<file path="src/rtl/fnn_loader_pkg.sv">
// Shared types for the weight-memory loader: FSM states, load error codes
// and the checksum width.
// Latency: n/a (types only).
// Backpressure: n/a (types only).
package fnn_loader_pkg;

    // Loader control states.
    typedef enum logic [1:0] {
        IDLE = 2'd0,
        LOAD = 2'd1,
        DONE = 2'd2
    } state_t;

    // Result of a load, reported on err_code.
    typedef enum logic [1:0] {
        ERR_OK           = 2'd0,  // stream length matched cfg_count
        ERR_CFG          = 2'd1,  // cfg_count was 0 or above the memory depth
        ERR_EARLY_LAST   = 2'd2,  // s_last arrived before cfg_count words
        ERR_MISSING_LAST = 2'd3   // cfg_count words arrived without s_last
    } err_t;

    // Width of the running word checksum (matches the weight word width).
    localparam int CHECKSUM_W = 16;

endpackage

</file>
<file path="src/rtl/w_mem_loader.sv">
// Streams weight words into one weight memory as sequential writes from address 0.
// Latency: one cycle from an accepted beat to its wen/wadd/win write.
// Backpressure: s_ready is high for the whole LOAD state; upstream stalls freely via s_valid.
//
// Ports:
//   clk, rst            - system clock, synchronous active-high reset
//   start, cfg_count    - load request and number of words to load (1..numWeight)
//   s_valid/s_data/s_last/s_ready - weight word stream, one word per beat
//   wen, wadd, win      - write port towards the weight memory
//   busy, done          - busy while not IDLE; done pulses for the single DONE cycle
//   err_code, checksum  - load result and wrapping sum of accepted words, held until next start
module w_mem_loader
    import fnn_loader_pkg::*;
#(
    parameter int numWeight    = 30,
    parameter int addressWidth = $clog2(numWeight),
    parameter int dataWidth    = 16
) (
    input  logic                      clk,
    input  logic                      rst,
    input  logic                      start,
    input  logic [addressWidth:0]     cfg_count,
    input  logic                      s_valid,
    input  logic [dataWidth-1:0]      s_data,
    input  logic                      s_last,
    output logic                      s_ready,
    output logic                      wen,
    output logic [addressWidth-1:0]   wadd,
    output logic [dataWidth-1:0]      win,
    output logic                      busy,
    output logic                      done,
    output logic [1:0]                err_code,
    output logic [dataWidth-1:0]      checksum
);

    localparam logic [addressWidth:0] MAX_CNT = (addressWidth + 1)'(numWeight);
    localparam logic [addressWidth:0] ONE     = (addressWidth + 1)'(1);

    state_t                  state;
    state_t                  state_nxt;
    logic [addressWidth:0]   count;
    logic [addressWidth:0]   index;
    err_t                    err_q;
    logic                    cfg_ok;
    logic                    accept;
    logic                    at_final;

    // Next-state logic and Moore outputs.
    always_comb begin
        state_nxt = state;
        s_ready   = 1'b0;
        busy      = 1'b0;
        done      = 1'b0;
        cfg_ok    = (cfg_count != '0) && (cfg_count <= MAX_CNT);
        accept    = 1'b0;
        at_final  = (index == (count - ONE));

        case (state)
            IDLE: begin
                if (start) begin
                    state_nxt = cfg_ok ? LOAD : DONE;
                end
            end
            LOAD: begin
                s_ready = 1'b1;
                busy    = 1'b1;
                accept  = s_valid;
                // Either the expected last word or an early s_last ends the load.
                if (s_valid && (s_last || at_final)) begin
                    state_nxt = DONE;
                end
            end
            DONE: begin
                busy      = 1'b1;
                done      = 1'b1;
                state_nxt = IDLE;
            end
            default: begin
                state_nxt = IDLE;
            end
        endcase
    end

    always_ff @(posedge clk) begin
        if (rst) begin
            state <= IDLE;
        end else begin
            state <= state_nxt;
        end
    end

    // Datapath: write register stage, index counter, checksum and error code.
    always_ff @(posedge clk) begin
        if (rst) begin
            // A write registered in the reset cycle is dropped here.
            wen      <= 1'b0;
            wadd     <= '0;
            win      <= '0;
            index    <= '0;
            count    <= '0;
            checksum <= '0;
            err_q    <= ERR_OK;
        end else begin
            wen <= accept;

            if (state == IDLE && start) begin
                if (cfg_ok) begin
                    count    <= cfg_count;
                    index    <= '0;
                    checksum <= '0;
                    err_q    <= ERR_OK;
                end else begin
                    err_q <= ERR_CFG;
                end
            end

            if (accept) begin
                // index never exceeds count-1 while accepting, so the
                // low bits always form a legal address.
                wadd     <= index[addressWidth-1:0];
                win      <= s_data;
                index    <= index + ONE;
                checksum <= checksum + s_data;
                if (at_final) begin
                    err_q <= s_last ? ERR_OK : ERR_MISSING_LAST;
                end else if (s_last) begin
                    err_q <= ERR_EARLY_LAST;
                end
            end
        end
    end

    assign err_code = err_q;

endmodule

</file>
<file path="config.mk">
export PLATFORM = sky130hd
export DESIGN_NAME = w_mem_loader
export DESIGN_NICKNAME = d
export VERILOG_FILES = /design/src/rtl/fnn_loader_pkg.sv /design/src/rtl/w_mem_loader.sv
export SDC_FILE = /design/constraint.sdc
export NUM_CORES = 1
export LEC_CHECK = 0
export ABC_CLOCK_PERIOD_IN_PS = 2700
export BUFFER_PORTS_ARGS = -buffer_cell sky130_fd_sc_hd__buf_2
export CAP_MARGIN = 20
export CELL_PAD_IN_SITES_DETAIL_PLACEMENT = 0
export CELL_PAD_IN_SITES_GLOBAL_PLACEMENT = 1
export CORE_MARGIN = 8
export CORE_UTILIZATION = 39
export DETAILED_ROUTE_END_ITERATION = 6
export HOLD_SLACK_MARGIN = 0.06
export PLACE_DENSITY = 0.81
export SLEW_MARGIN = 30
export SYNTH_ARGS = -nofsm -noshare
export SYNTH_HDL_FRONTEND = slang
export SYNTH_SLANG_ARGS = --single-unit
export TNS_END_PERCENT = 5
</file>
<file path="constraint.sdc">
create_clock -name clk -period 2.7 [get_ports clk]
set_input_delay 0.135 -clock clk [delete_from_list [all_inputs] [get_ports clk]]
set_output_delay 0.135 -clock clk [all_outputs]
set_load 0.02 [all_outputs]
</file>
==> results of run 1 <==
[per-layer routing]
metal / part of all wire (%) / vias to the layer above / GRT usage (%) / wire length (um)
met4: 0.80 / 0 / 3.84 / 61
li1: - / 1402 / - / -
met3: 5.5 / 6 / 3.88 / 422
met1: 46 / 1253 / 17.9 / 3510
met5: 0 / - / 0 / 0
met2: 48 / 55 / 25.5 / 3620
[cells in the mapped netlist, types with 2 or more instances]
cell type,n
and2_1,2
xnor2_1,7
o21ai_0,15
or3_1,4
nand2_1,79
nand2b_1,6
xor2_1,9
clkbuf_1,13
a22oi_1,2
a31oi_1,3
nor3b_1,2
o21bai_1,4
nor3_1,3
a311oi_1,2
nand3_1,12
and3_1,4
a21o_1,3
a221oi_1,2
inv_1,10
o211ai_1,2
nor4_1,2
nor3_2,2
a21oi_1,48
nand4_1,3
nor2_1,17
dfxtp_1,54
ha_1,20
nand3b_1,2
o21a_1,3
mux2i_1,4
[final cells by class]
class / count / share of cell area (%)
Inverter: 10 / 1.07
Timing Repair Buffer: 78 / 12.1
Clock buffer: 5 / 1.97
Clock inverter: 3 / 1.29
Tap cell: 99 / 3.55
Multi-Input combinational cell: 282 / 49.1
Sequential cell: 54 / 30.9
[cell usage in the layout (no fill, tap or decap), types with 4 or more instances in the layout]
cell / netlist / routed
o21bai_1: 4 / 4
and3_1: 4 / 4
dfxtp_1: 54 / 54
clkbuf_8: 0 / 5
dlygate4sd3_1: 0 / 4
nand3_1: 12 / 12
nor2_1: 17 / 17
mux2i_1: 4 / 4
a21oi_1: 48 / 48
buf_4: 0 / 5
nand2_1: 79 / 79
ha_1: 20 / 20
buf_2: 0 / 69
or3_1: 4 / 4
o21ai_0: 15 / 15
inv_1: 10 / 10
nand2b_1: 6 / 6
xor2_1: 9 / 9
xnor2_1: 7 / 7
[timing repair]
| action | CTS | global route |
|---|---|---|
| setup endpoints to repair | 0 | 0 |
| hold endpoints to repair | 4 | 0 |
| hold buffers | 4 | 0 |
| buffers inserted | 0 | 0 |
| gates resized for setup | 0 | 0 |
[per-stage QoR]
step | worst slack [ns] | power (mW)
after floorplan | 0.447 | 1.05
after global placement | 0.367 | 1.13
after detailed placement | 0.309 | 1.14
after CTS | 0.322 | 1.71
after global routing | 0.0993 | 1.76
final | 0.320 | 1.68
[flip-flops by register name, indices dropped and copies added (netlist names)]
name,cells
checksum,16
win,16
count,6
index,6
wadd,5
err_code,2
state,2
wen,1
[report_power, final]
part           total [mW]  internal (mW)  leakage (nW)  switching, mW
Clock               0.560          0.276        0.0504          0.283
Combinational       0.289          0.113          1.03          0.175
Sequential          0.834          0.818         0.437         0.0157
Total                1.68           1.21          1.51          0.474
[worst max-delay path, cell delays in order, from the launching register on]
cell and delay, ns:
dfxtp_1 0.33, ha_1 0.21, fa_1 0.40, a21o_1 0.17, a21oi_1 0.27, o21ai_0 0.27, a221oi_1 0.37, xor2_1 0.16
o21ai_0 0.08
[logic make-up (layout without fill, tap and decap cells)]
family	after synthesis	after routing	synth area share [%]
AO/OA/AOI/OAI	96	96	20.2
XOR/XNOR	16	16	4.84
adder cells (fa/ha/maj)	21	21	9.34
buffers and inverters	24	96	3.37
flip-flops	54	54	37.4
multiplexers	5	5	1.77
AND/OR/NAND/NOR	144	144	23.1
[final timing paths]
kind / to / start
max reg2reg: checksum[14]$_SDFFE_PP0P_ / checksum[0]$_SDFFE_PP0P_
max: checksum[14]$_SDFFE_PP0P_ / checksum[0]$_SDFFE_PP0P_
min: win[7]$_SDFFE_PP0P_ / s_data[7]
min reg2reg: wadd[4]$_SDFFE_PP0P_ / wadd[4]$_SDFFE_PP0P_
==> reports/results.tsv, run 1 <==
metric	value	unit
status	finished clean	
cap_violations	0	
grt_pass1_wl	12600	um
fmax	420	MHz
cts_tree	built	
antenna_cells	0	
post-route-min-period	2.38	ns
synth_warnings	0	
ys.flop_type	dfxtp_1	
fin_area	0.00349	sq mm
synth_seq_cells	54	
syn_nets	408	
die_w	102	um
p_per_area	482	mW/mm^2
yosys-top-cells-area	dfxtp_1 (37%), nand2_1 (10%), ha_1 (8.7%), a21oi_1 (8.3%), xor2_1 (2.7%)	
regToRegSetupSlack	0.32	ns
hold_viol	0	
async_reset_ff_share	0	%
hpwl	5540	um
critPathArrivalTime	2.57	ns
synth_edf_count	0	
overflow	0	
crit_fanout	4	
die_h	102	um
antenna_found_initial	0	
avgSynthCellArea	8.04	sq um
numPortBuffers	69	
cts.sinks	54	
die_area	0.0104	sq mm
row_count	31	
start_util	40.1	%
register_area	0.00108	sq mm
wl_per_cell	14.3	um
drt_iter0_markers	80	
via_per_inst	5.11	
finalSetupViolCount	0	
core	0.00721	sq mm
num_vias	2716	
hold_ws	0.0660	ns
clkTransAtPathRegs	0.11	ns
place_area	0.00334	sq mm
fin_setup_tns	0	ns
hp-class	in -> reg	
cts_max_level	2	
slew_viol_final	0	
yosysTopAreaCell	dfxtp_1	
reg2reg_depth	8	
clockRootBuffer	clkbuf_8	
gp_congestion	0.773	
rsz0062_at_grt	no	
drt_pass1_iterations	6	
synth_top_cell_area_share	37.4	%
finalNetCount	479	
ir_worst_vdd	0.000272	V
grt_use_total	14.9	%
netlist_instances	360	
drive_gt1_share	21.1	%
clk_latency	0.31	ns
fill_cells	763	
syn_area	0.00289	sq mm
pin_count	70	
multiInputGateArea	0.00171	sq mm
seq_area_frac_synth	37.4	%
first_global_vias	2727	
dp_cells	519	
hold-path-cell-count	3	
layoutNonFillerInstCount	531	
cp-start-kind	register	
period_share	88.1	%
area_delta_synth_final	20.8	%
fin_util	48.4	%
ys_types	51	
worstMarginPinSlew	0.515	ns
clock_path_buffers	2	
routed_wirelength	7610	um
grt_max_degree	46	
cts_buffers	5	
ant_nets	0	
cp-end-kind	register	
critPathKind	reg -> reg	
slew_headroom	65.3	%
p_leak	1.51	nW
fin_skew	0.0106	ns
drc	0	
worstPathRequired	2.89	ns
(Power assumes the default switching activity.)
==> run 2, diff against run 1 <==
ABC_CLOCK_PERIOD_IN_PS = 2100   (was 2700)
CORE_MARGIN = default   (was 8)
CORE_UTILIZATION = 35   (was 39)
PLACE_DENSITY = 0.77   (was 0.81)
clock period = 2.1 ns   (was 2.7 ns; I/O delays follow)
==> reports/results.tsv, run 2 (synthesized netlist as in run 1, its figures left out) <==
metric	value	unit
top_regs	checksum: 16 flops, win: 16 flops	
p_leak	1.68	nW
rr_startpoint	checksum[1]$_SDFFE_PP0P_	
final_cell_mix	nand2_1 (79), buf_2 (69), dfxtp_1 (53)	
worstMarginPinSlew	0.459	ns
die_area	0.00863	sq mm
slew_headroom	69.2	%
drc	0	
worstPathRequired	2.32	ns
area_delta_synth_final	36.0	%
first_global_vias	2808	
antenna_cells	0	
drt_pass1_iterations	4	
crit_family	compound AO/OA/AOI/OAI gates	
row_count	32	
cts_buffers	5	
ant_nets	0	
post-place-ws	-0.0155	ns
fin_skew	0.0121	ns
grt_pass1_wl	12800	um
cp_slowest_cell	dfxtp_2	
worstHoldStart	s_data[1]	
via_per_inst	5.12	
grt_max_degree	37	
critPathArrivalTime	2.26	ns
max_stage_delay	0.36	ns
cts_tree	built	
num_vias	2916	
slew_viol_final	0	
hp-class	in -> reg	
cp-start-kind	register	
overflow	0	
rsz0062_at_grt	yes	
clkTransAtPathRegs	0.10	ns
wl_per_cell	13.7	um
crit_buf_inv	0	
cap_violations	0	
p_per_area	545	mW/mm^2
crit_fanout	4	
drive_gt1_share	28.2	%
core	0.00785	sq mm
fmax	490	MHz
hpwl	5560	um
cts.sinks	54	
clk_latency	0.31	ns
gp_congestion	0.814	
drt_iter0_markers	112	
clock_path_buffers	2	
numPortBuffers	69	
finalNetCount	515	
die_h	92.9	um
period_share	97.1	%
layout_commonest_cell	nand2_1	
ir_worst_vdd	0.000263	V
pin_count	70	
critical_path.cell_chain	ha_1 -> a21oi_2 -> nor2_1 -> o31a_1 -> o21a_1 -> or3_1 -> a32o_1	
crit_path_start	checksum[1]$_SDFFE_PP0P_	
critPathKind	reg -> reg	
start_util	36.9	%
hold_ws	0.0788	ns
post-route-min-period	2.04	ns
clockRootBuffer	clkbuf_8	
routed_wirelength	7810	um
hold_viol	0	
grt_use_total	18.5	%
status	finished clean	
antenna_found_initial	0	
cp-end-kind	register	
finalSetupViolCount	0	
fin_ws	0.0600	ns
die_w	92.9	um
cts_max_level	2	
## run 2: worst min-delay path, stage by stage
cell and delay, ns:
buf_2 0.13, nand2_1 0.06, a21oi_1 0.05
## run 2: what timing repair did
item	in CTS	in global routing
setup buffers	0	4
gates resized for setup	2	25
hold buffers	20	0
setup endpoints to repair	2	12
pin swaps	0	10
hold endpoints to repair	20	0
## run 2: worst paths after layout
| path | endpoint | slack, ns | depth (start not counted) |
|---|---|---|---|
| setup / recovery | checksum[7]$_SDFFE_PP0P_ | 0.06 | 7 |
| hold reg to reg | win[11]$_SDFFE_PP0P_ | 0.46 | 2 |
| setup reg to reg | checksum[7]$_SDFFE_PP0P_ | 0.06 | 7 |
| hold / removal | win[1]$_SDFFE_PP0P_ | 0.08 | 3 |
## run 2: area by class of cell
class	count	area, sq um
Timing Repair Buffer	114	746
Tap cell	102	128
Fill cell	799	3910
Clock inverter	1	5.00
Inverter	10	37.5
Clock buffer	7	86.3
Multi-Input combinational cell	282	1850
Sequential cell	54	1080
## run 2: layer usage
metal | vias up | share of wire (%) | GRT usage, %
met2 | 67 | 49 | 32.0
met5 | - | 0 | 0
met4 | 0 | 0.77 | 5.00
met1 | 1370 | 46 | 23.1
met3 | 6 | 4.1 | 3.69
li1 | 1473 | - | -
## run 2: per-stage QoR
step / cells / util (%) / total power, mW / area [sq um] / TNS (ns)
2_1_floorplan: 360 / - / 1.34 / 2900 / -0.0273
3_3_place_gp: 538 / 44.2 / 1.48 / 3470 / 0
3_5_place_dp: 538 / 44.2 / 1.49 / 3470 / -0.0155
4_1_cts: 566 / 48.0 / 2.14 / 3770 / -0.00784
5_1_grt: 570 / 50.1 / 2.25 / 3930 / -0.0151
6_report: 570 / 50.1 / 2.14 / 3930 / 0
## run 2: where the power goes
group | leakage, nW | switching [mW] | internal [mW]
clock | 0.0482 | 0.353 | 0.267
sequential | 0.437 | 0.0214 | 1.05
combinational | 1.20 | 0.249 | 0.201
==> run 3, diff against run 2 <==
PLACE_DENSITY = default   (was 0.77)
PLACE_DENSITY_LB_ADDON = 0.1   (was default)
==> reports/results.tsv, run 3 (synthesized netlist as in run 1, its figures left out) <==
metric	value	unit
finalSetupViolCount	0	
fin_setup_tns	0	ns
p_per_area	559	mW/mm^2
clk_latency	0.31	ns
layout_commonest_cell	nand2_1	
first_global_vias	2706	
status	finished clean	
p_total	2.13	mW
fill_cells	837	
antenna_found_initial	0	
worstPathRequired	2.31	ns
critPathKind	in -> reg	
clock_path_buffers	2	
post-route-min-period	2.08	ns
cts.sinks	54	
grt.busiest_layer	met2	
cts_buffers	5	
slew_headroom	66.0	%
final_cell_mix	nand2_1 (79), buf_2 (69), dfxtp_1 (52)	
routed_wirelength	7970	um
die_h	92.9	um
cp-start-kind	input pin	
fin_util	48.5	%
drt_pass1_iterations	4	
post-place-ws	-0.00604	ns
cts_tree	built	
area_delta_synth_final	31.6	%
grtUsageMet2	33.0	%
grt_pass1_wl	13100	um
met3_usage	3.37	%
critPathArrivalTime	2.28	ns
fin_skew	0.00946	ns
overflow	0	
via_per_inst	5.02	
die_area	0.00863	sq mm
worstMarginPinSlew	0.507	ns
fmax	482	MHz
drive_gt1_share	26.7	%
slew_viol_final	0	
row_count	32	
regToRegSetupSlack	0.05	ns
num_vias	2825	
hp-class	in -> reg	
core	0.00785	sq mm
clkTransAtPathRegs	0.10	ns
hold_viol	0	
p_leak	1.65	nW
drt_iter0_markers	81	
gr-usage-met1	25.2	%
grt_use_total	19.3	%
rsz0062_at_grt	yes	
ant_nets	0	
wl_per_cell	14.2	um
ir_worst_vdd	0.000245	V
cp-end-kind	register	
cts_max_level	2	
numPortBuffers	69	
gp_congestion	0.780	
hpwl	5610	um
cap_violations	0	
top_regs	checksum: 16 flops, win: 16 flops	
start_util	36.9	%
die_w	92.9	um
finalNetCount	508	
antenna_cells	0	
period_share	98.8	%
crit_fanout	7	
pin_count	70	
clockRootBuffer	clkbuf_8	
drc	0	
grt_max_degree	34	
fin_ws	0.0244	ns
run 3: critical path, cell delays in order:
cell	delay, ns
dlygate4sd3_1	0.52
buf_2	0.13
ha_1	0.40
a31oi_2	0.25
o2111ai_2	0.16
and4bb_2	0.27
mux2i_1	0.12
a221o_1	0.32
run 3: final timing paths:
path,from,endpoint,cells past startpoint
setup / recovery,s_data[8],checksum[15]$_SDFFE_PP0P_,8
hold / removal,s_data[7],win[7]$_SDFFE_PP0P_,3
setup reg to reg,checksum[7]$_SDFFE_PP0P_,checksum[15]$_SDFFE_PP0P_,7
hold reg to reg,win[1]$_SDFFE_PP0P_,win[1]$_SDFFE_PP0P_,2
run 3: through the flow:
step                cells  hold WS (ns)  area, sq um
floorplan             360         0.193         2900
global placement      536         0.353         3450
detailed placement    536         0.353         3450
CTS                   562        0.0612         3750
global route          563        0.0832         3810
finish                563        0.0682         3810
run 3: where the power goes:
group	internal, mW	switching [mW]	total (mW)
clock network	0.268	0.356	0.623
registers	1.05	0.0210	1.07
logic	0.184	0.246	0.430
total	1.50	0.623	2.13
run 3: what timing repair did:
item                                    CTS  global route
hold buffers                             18             0
gates resized for setup                   4            15
hold endpoints to repair                 18             0
pin swaps                                 0             3
setup buffers                             0             0
cloned                                    0             1
endpoints found under the setup margin    3             9
run 3: routing by layer:
layer	vias up	routed length, um
li1	1458	-
met1	1321	3910
met2	39	3740
met3	7	243
met4	0	73
met5	-	0
run 3: final cells by class:
cell class                      instances  area, sq um  area share [%]
Clock buffer                            7         86.3            2.27
Clock inverter                          1         5.00           0.131
Inverter                               10         37.5           0.986
Multi-Input combinational cell        283         1800            47.2
Sequential cell                        54         1080            28.5
Tap cell                              102          128            3.35
Timing Repair Buffer                  106          668            17.6
